$ cat config.mk
export PLATFORM = sky130hd
export DESIGN_NAME = rat_sprite_gen
export DESIGN_NICKNAME = d
export VERILOG_FILES = /design/src/rtl/rat_pkg.sv /design/src/rtl/rat_anim_fsm.sv /design/src/rtl/rat_sprite_gen.sv
export SDC_FILE = /design/constraint.sdc
export NUM_CORES = 1
export LEC_CHECK = 0
export BUFFER_PORTS_ARGS = -buffer_cell sky130_fd_sc_hd__buf_2
export CORE_MARGIN = 5
export CORE_UTILIZATION = 35
export DETAILED_ROUTE_END_ITERATION = 6
export GPL_ROUTABILITY_DRIVEN = 1
export PLACE_DENSITY = 0.63
export SYNTH_ARGS = -nofsm -noshare
export SYNTH_HDL_FRONTEND = slang
export SYNTH_SLANG_ARGS = --single-unit
$ cat constraint.sdc
create_clock -name clk -period 4.71 [get_ports clk]
set_clock_uncertainty 0.05 [all_clocks]
set_input_delay 0.471 -clock clk [delete_from_list [all_inputs] [get_ports clk]]
set_output_delay 0.471 -clock clk [all_outputs]
set_load 0.01 [all_outputs]
$ cat src/rtl/rat_pkg.sv
// rat_pkg: shared animation state type and sprite geometry for the rat sprite slice.
package rat_pkg;
   typedef enum logic [1:0] {HIDDEN, RISING, UP, FALLING} rat_state_e;
   localparam int SPR_W  = 32;
   localparam int SPR_H  = 32;
   localparam int SPR_AW = 10;
endpackage

$ cat src/rtl/rat_anim_fsm.sv
// rat_anim_fsm: pop-up animation FSM; latches pop/whack until the next frame tick and
// steps the revealed height h_o (0..32) on frame ticks.
// Ports: clk, reset (sync, active-high), frame_tick_i, pop_i, whack_i in;
//        h_o (revealed rows), rat_up_o (state is UP), whacked_o (accepted-whack pulse) out.
module rat_anim_fsm
   import rat_pkg::*;
#(
   parameter int STEP      = 4,
   parameter int UP_FRAMES = 60
) (
   input  logic       clk,
   input  logic       reset,
   input  logic       frame_tick_i,
   input  logic       pop_i,
   input  logic       whack_i,
   output logic [5:0] h_o,
   output logic       rat_up_o,
   output logic       whacked_o
);
   localparam int TW = $clog2(UP_FRAMES + 1);
   rat_state_e    state_q, state_d;
   logic [5:0]    h_q, h_d, h_up, h_dn;
   logic [6:0]    h_sum;
   logic [TW-1:0] tmr_q, tmr_d;
   logic          pop_q, pop_d, whk_q, whk_d, whacked_d, pop_e, whk_e;
   // a request arriving on the tick itself counts for that tick
   assign pop_e = pop_q | pop_i;
   assign whk_e = whk_q | whack_i;
   assign h_sum = {1'b0, h_q} + 7'(STEP);
   assign h_up  = h_sum >= 7'(SPR_H) ? 6'(SPR_H) : h_sum[5:0];
   assign h_dn  = h_q > 6'(STEP) ? h_q - 6'(STEP) : '0;
   assign h_o   = h_q;
   always_comb begin
      state_d   = state_q;
      h_d       = h_q;
      tmr_d     = tmr_q;
      pop_d     = pop_e;
      whk_d     = whk_e;
      whacked_d = 1'b0;
      if (frame_tick_i) begin
         pop_d = 1'b0;
         whk_d = 1'b0;
         case (state_q)
            HIDDEN: if (pop_e) begin
               state_d = RISING;
               h_d     = h_up;
            end
            RISING: if (whk_e) begin
               state_d   = FALLING;
               whacked_d = 1'b1;
            end else begin
               h_d = h_up;
               if (h_up == 6'(SPR_H)) begin
                  state_d = UP;
                  tmr_d   = '0;
               end
            end
            UP: if (whk_e) begin
               state_d   = FALLING;
               whacked_d = 1'b1;
            end else if (tmr_q == TW'(UP_FRAMES - 1)) state_d = FALLING;
            else tmr_d = tmr_q + 1'b1;
            FALLING: begin
               h_d     = h_dn;
               state_d = h_dn == '0 ? HIDDEN : FALLING;
            end
         endcase
      end
   end
   always_ff @(posedge clk) begin
      if (reset) begin
         state_q   <= HIDDEN;
         h_q       <= '0;
         tmr_q     <= '0;
         pop_q     <= 1'b0;
         whk_q     <= 1'b0;
         rat_up_o  <= 1'b0;
         whacked_o <= 1'b0;
      end else begin
         state_q   <= state_d;
         h_q       <= h_d;
         tmr_q     <= tmr_d;
         pop_q     <= pop_d;
         whk_q     <= whk_d;
         rat_up_o  <= state_d == UP;
         whacked_o <= whacked_d;
      end
   end
endmodule

$ cat src/rtl/rat_sprite_gen.sv
// rat_sprite_gen: rat sprite pixel stage; region test and bitmap addressing for the hole,
// realigned to the 1-cycle bitmap RAM read, plus the pop-up animation.
// Ports: clk, reset, frame_tick, x/y (pixel), x0/y0 (hole), pop, whack, ram_data in;
//        ram_addr, sprite_rgb, sprite_on (1 cycle behind x/y), rat_up, whacked out.
module rat_sprite_gen
   import rat_pkg::*;
#(
   parameter int            CD        = 4,
   parameter logic [CD-1:0] TRANS     = '0,
   parameter int            STEP      = 4,
   parameter int            UP_FRAMES = 60
) (
   input  logic              clk,
   input  logic              reset,
   input  logic              frame_tick,
   input  logic [10:0]       x,
   input  logic [10:0]       y,
   input  logic [10:0]       x0,
   input  logic [10:0]       y0,
   input  logic              pop,
   input  logic              whack,
   output logic [SPR_AW-1:0] ram_addr,
   input  logic [CD-1:0]     ram_data,
   output logic [CD-1:0]     sprite_rgb,
   output logic              sprite_on,
   output logic              rat_up,
   output logic              whacked
);
   logic [10:0] x0r_q, y0r_q;
   logic        on_q, in_region;
   logic [5:0]  h;
   logic [11:0] x_end, y_bot, y_top;
   logic [4:0]  col, row;
   rat_anim_fsm #(.STEP(STEP), .UP_FRAMES(UP_FRAMES)) u_fsm (
      .clk(clk), .reset(reset), .frame_tick_i(frame_tick), .pop_i(pop), .whack_i(whack),
      .h_o(h), .rat_up_o(rat_up), .whacked_o(whacked)
   );
   // 12-bit bounds so a hole near column/row 2047 does not wrap back to 0
   assign x_end     = {1'b0, x0r_q} + 12'(SPR_W);
   assign y_bot     = {1'b0, y0r_q} + 12'(SPR_H);
   assign y_top     = y_bot - {6'b0, h};
   assign in_region = h != '0 && x >= x0r_q && {1'b0, x} < x_end
                      && {1'b0, y} >= y_top && {1'b0, y} < y_bot;
   // row 0 sits at the current top edge, so the bitmap top is revealed first
   assign col        = x[4:0] - x0r_q[4:0];
   assign row        = y[4:0] - y_top[4:0];
   assign ram_addr   = in_region ? {row, col} : '0;
   assign sprite_on  = on_q && ram_data != TRANS;
   assign sprite_rgb = sprite_on ? ram_data : '0;
   always_ff @(posedge clk) begin
      if (reset) begin
         x0r_q <= '0;
         y0r_q <= '0;
         on_q  <= 1'b0;
      end else begin
         if (frame_tick) begin
            x0r_q <= x0;
            y0r_q <= y0;
         end
         on_q <= in_region;
      end
   end
endmodule
# Word-level counts from Yosys, hierarchy flattened
# Index checks and enable logic that the tools add are counted.
# totals
ff_bits,41
in_bits,53
out_inout_bits,17
wordCells,76
# classes
muxes,21
n_reduce_logical,16
n_eq_ne,11
addsub,8
bitwise,4
magnitude_cmp,6
# ops
operator,count
2-to-1 mux 6 bit,8
adder 11 x 6 -> 12 bit (second input constant),2
less-than comparator 11 x 12 -> 1 bit,2
case mux 6 bit (3 select lines),1
2-to-1 mux 2 bit,7
equality test 6 bit (second input constant),2
>= comparator 11 x 12 -> 1 bit,1
case mux 6 bit (2 select lines),1
subtractor 12 x 6 -> 12 bit,1
>= comparator 11 bit,1
2-to-1 mux 10 bit,1
subtractor 5 bit,2
case mux 2 bit (4 select lines),1
adder 6 x 3 -> 7 bit (second input constant),1
>= comparator 7 x 6 -> 1 bit (second input constant),1
adder 6 x 1 -> 6 bit (second input constant),1
equality test 2 bit (second input constant),3
greater-than comparator 6 x 3 -> 1 bit (second input constant),1
zero test 6 bit,1
inequality test 2 bit (second input constant),3
AND reduction 6 bit,1
nonzero test 6 bit,1
subtractor 6 x 3 -> 6 bit (second input constant),1
logical AND 1 bit,5
13 further kinds,17

# Longest topological paths before layout
# depth
depth_word,9
depth_mapped,17
mapped_depth_nobuf,16

# Cells and area by module
# From an unflattened synthesis, not the netlist that was laid out.
# hier_totals
cells_unflattened,435
hier_area_um2,3598.5
# modules_own_cells
mod,area_per_inst_um2,seq_area_each_um2,n_inst,cells_per_inst
rat_sprite_gen,2456.1,460.4,1,299
rat_anim_fsm,1142.3,360.3,1,136

# Worst setup path before layout
# No wires, ideal clock.
# synth_path
path_type,flip-flop to output port
startpoint,reg u_fsm.h_q[2] (netlist: u_fsm.h_o[2])
endpoint,out ram_addr[2]
path_stages_with_launch,16
setup_slack_ns,0.728
t_required_ns,4.189
path_buffers,1
t_arrival_ns,3.461
cell_sequence,dfxtp_1 -> inv_1 -> ha_1 -> o21a_1 -> o31ai_1 -> a31oi_1 -> mux2_2 -> a21oi_1 -> xor2_1 -> ha_1 -> a2111o_1 -> nor2_1 -> a21oi_1 -> o2111ai_1 -> buf_2 -> nor3_2
# synth_via
elab_chain_len,6
word_cells_on_any_way,8
classes_between,add/sub (1); order compare (1); mux (1); reduce/logical (5)
# synth_rtl
element,line,text
"start, declared",rat_anim_fsm.sv:22,"logic [5:0] h_q, h_d, h_up, h_dn;"
"start signal, assigned",rat_anim_fsm.sv:73,h_q <= '0;
"start signal, assigned",rat_anim_fsm.sv:81,h_q <= h_d;
branches (longest 3 deep; another with subtractor 12 x 6 -> 12 bit),-,
logical AND 1 bit (*) (2 in series),rat_sprite_gen.sv:43,"&& {1'b0, y} >= y_top && {1'b0, y} < y_bot;"
2-to-1 mux 10 bit (*),rat_sprite_gen.sv:47,"assign ram_addr = in_region ? {row, col} : '0;"
"end, declared",rat_sprite_gen.sv:22,"output logic [SPR_AW-1:0] ram_addr,"
# Mark *: on every way between the ends.

# Worst setup path after layout
# layout_path
startpoint,reg u_fsm.h_q[4] (netlist: u_fsm.h_o[4])
endpoint,out ram_addr[4]
# The elaborated chain is that of the path after synthesis.

==> metrics.cfg <==
[run_status]
status = finished clean

[setup_path]
critical_path_class = flop to output port
timing.critical_path.fanout_max = 11
critical_path.startpoint = u_fsm.h_o[4]
cp-end-kind = output port
crit_required_ns = 4.19
rr_startpoint = u_fsm.h_o[4]
start_kind = flop
timing.critical_path.arrival_ns = 3.89

[global_route]
pin_count_of_the_biggest_net_entering_global_routing = 41
antenna_found_initial = 0
grt_use_total = 0.137
global_route.overflow_total = 0
grt_pass1_wl_mm = 14.8
first_global_vias = 3313

[cts]
clk_root_buffer_cell = clkbuf_8
source_to_sink_clock_delay_at_the_later_pin_of_the_worst_skew_pair_ns = 0.30
clkTransAtPathRegs_ns = 0.09
tritoncts = yes
post-cts-setup-buffer-count = 0
cts-buffers-inserted = 5
tritoncts_num_sinks = 41
cts-root-to-sink-buffers = 2
htreeDepth = 2

[hold_path]
holdCritPathClass = primary input to flop
min-delay-start = y0[4]

[synthesis]
synth_cell_type_count = 65
synth_fp_nets = 545
avgSynthCellArea_um2 = 8.44
synth.top_cells.by_area = dfxtp_1 (22%), ha_1 (19%), mux2i_1 (6.3%), nor2_1 (5.0%), a21oi_1 (4.4%)
cell_type_with_the_largest_total_area_after_synthesis = dfxtp_1
count_of_flip_flops_with_a_built_in_enable_after_synthesis = 0
proportion_of_register_bits_with_asynchronous_set_or_reset_after_synthesis = 0
synth.yosys.warnings = 0
syn-instance-count = 434
synth_seq_area_share = 0.224
synth.cell_area_mm2 = 0.00366
ys.flop_type = dfxtp_1
synthDominantCellAreaShare = 0.224
ys_seq_elements = 41

[floorplanning]
boundaryPins = 70
initial_core_util = 0.356
row_count = 37
floorplan.die.height_um = 112
dieArea_mm2 = 0.0126
placeableCoreArea_mm2 = 0.0103
chipWidth_um = 112

[power]
total_leakage_power_uw = 0.00184
ir_drop_mv = 0.137
power_per_cell_area_mw_per_mm2 = 262

[layout]
layout-drive-gt1-share = 0.212
finalInstanceArea_mm2 = 0.00424
antenna-diode-count = 0
fillCellCount = 1066
finish.net_count = 609
syn_to_final_growth_pct = 15.9
final_common_cell = buf_2
layout_common_cells = buf_2 (69), ha_1 (55), nor2_1 (49)

[timing]
tightest_slew_ns = 0.882
clock.fmax_mhz = 227
final_number_of_max_transition_violations = 0
timing.final.setup_violations = 0
rsz0062_at_grt = false
fin_crit_ns = 4.41
fin_setup_tns_ns = 0
timing_hold_violations_final = 0
setup_slack_ns = 0.303
period_utilisation_layout = 0.936
headroom_to_the_max_slew_limit = 0.410

[drt]
detail_route.vias_per_cell = 5.14
vias = 3264
first_pass_iters = 4
drc_errors = 0
wl_mm = 8.66
detail_route.wl_per_cell_um = 13.6
detail-route-antenna-nets = 0
detail_route.iter0.violations = 94

[placed_design]
place_area_mm2 = 0.00411
dp.final_hpwl_mm = 7.09
placement.io_buffers = 69
placement.setup.worst_slack_ns = 0.294
finalWeightedCongestion = 0.841

[flow_run]
maxCapViolCount = 0

worst paths after layout:
kind,to,slack (ns),depth (start not counted)
worst min-delay path,y0r_q[4],0.36,3
worst max-delay path,ram_addr[4],0.30,16
worst min register to register,u_fsm.tmr_q[0],0.45,2
worst max register to register,on_q,1.13,15
registers in the layout, summed over array words and instances (netlist names):
| name | cells |
|---|---|
| on_q | 1 |
| u_fsm.whk_q | 1 |
| u_fsm.pop_q | 1 |
| u_fsm.state_q | 2 |
| y0r_q | 11 |
| u_fsm.h_o | 6 |
| u_fsm.whacked_o | 1 |
| x0r_q | 11 |
| u_fsm.rat_up_o | 1 |
| u_fsm.tmr_q | 6 |
metrics by stage:
stage,utilization,cells,total power (uW),hold WS [ns]
after global placement,0.400,627,849,0.420
after floorplan,-,434,748,0.408
final,0.413,635,1110,0.359
after detailed placement,0.400,627,862,0.433
after CTS,0.410,635,1110,0.353
after global routing,0.413,635,1200,0.359
final cells by class:
class | count | area (um^2) | area share
flip-flops and latches | 41 | 825 | 0.194
clock buffers | 5 | 68.8 | 0.0162
well taps | 136 | 170 | 0.0401
inverters | 38 | 143 | 0.0336
repair buffers | 70 | 353 | 0.0832
multi-input cells | 342 | 2660 | 0.627
clock inverters | 3 | 25.0 | 0.00590
worst max-delay path: stages (launching register included):
cell       delay [ns]
dfxtp_2          0.41
inv_1            0.10
ha_1             0.33
or2_1            0.29
a21boi_1         0.25
a31oi_4          0.08
mux2_2           0.30
a21oi_1          0.17
xor2_1           0.19
ha_1             0.27
a2111o_1         0.43
nor2_1           0.10
a21oi_1          0.07
o2111ai_1        0.09
buf_4            0.26
nor4b_2          0.07
buf_2            0.18
cell usage after synthesis (3+ instances only):
library cell / count
or2_1: 4
nor3_2: 9
nor3_1: 7
a2111oi_0: 3
xor2_1: 7
buf_6: 3
xnor2_1: 16
inv_1: 37
a311oi_1: 3
and2_1: 10
nand2b_1: 4
o211ai_1: 4
clkbuf_1: 4
fa_1: 3
or3_1: 5
o21ai_1: 4
nand3_1: 9
ha_1: 55
o21a_1: 4
o21ai_0: 13
buf_2: 3
a21oi_1: 32
dfxtp_1: 41
nand2_1: 19
mux2i_1: 23
nand4_1: 3
nor2b_1: 3
a21o_1: 7
a31oi_1: 6
buf_1: 3
nor2_1: 49
a211oi_1: 3
logic make-up after synthesis:
logic type	after synthesis	share of synthesized area
and+or+nand+nor	139	0.208
AOI/OAI and AO/OA	98	0.183
adders and majority gates	58	0.204
buffers and inverters	51	0.0594
DFF	41	0.224
muxes	24	0.0659
xor gates and xnor gates	23	0.0550
timing repair:
| item | 4_1_cts | 5_1_grt |
|---|---|---|
| hold buffers | 0 | 0 |
| pin swaps | 0 | 1 |
| gates cloned | 0 | 0 |
| resized for setup | 1 | 7 |
| endpoints found under the setup margin | 10 | 10 |
power by group:
part / internal (uW) / leakage (uW) / switching (uW)
combinational: 207 / 0.00145 / 264
sequential: 369 / 0.000338 / 27.6
clock: 107 / 0.0000447 / 136
metal layers:
metal  vias up  share of wire  global-route usage
met5         -              0                   0
met4         0         0.0079              0.0240
met3         8          0.041              0.0253
met2        65           0.50               0.252
met1      1520           0.45               0.166
li1       1671              -                   -
Note: power is estimated with default switching activity, not from simulation.
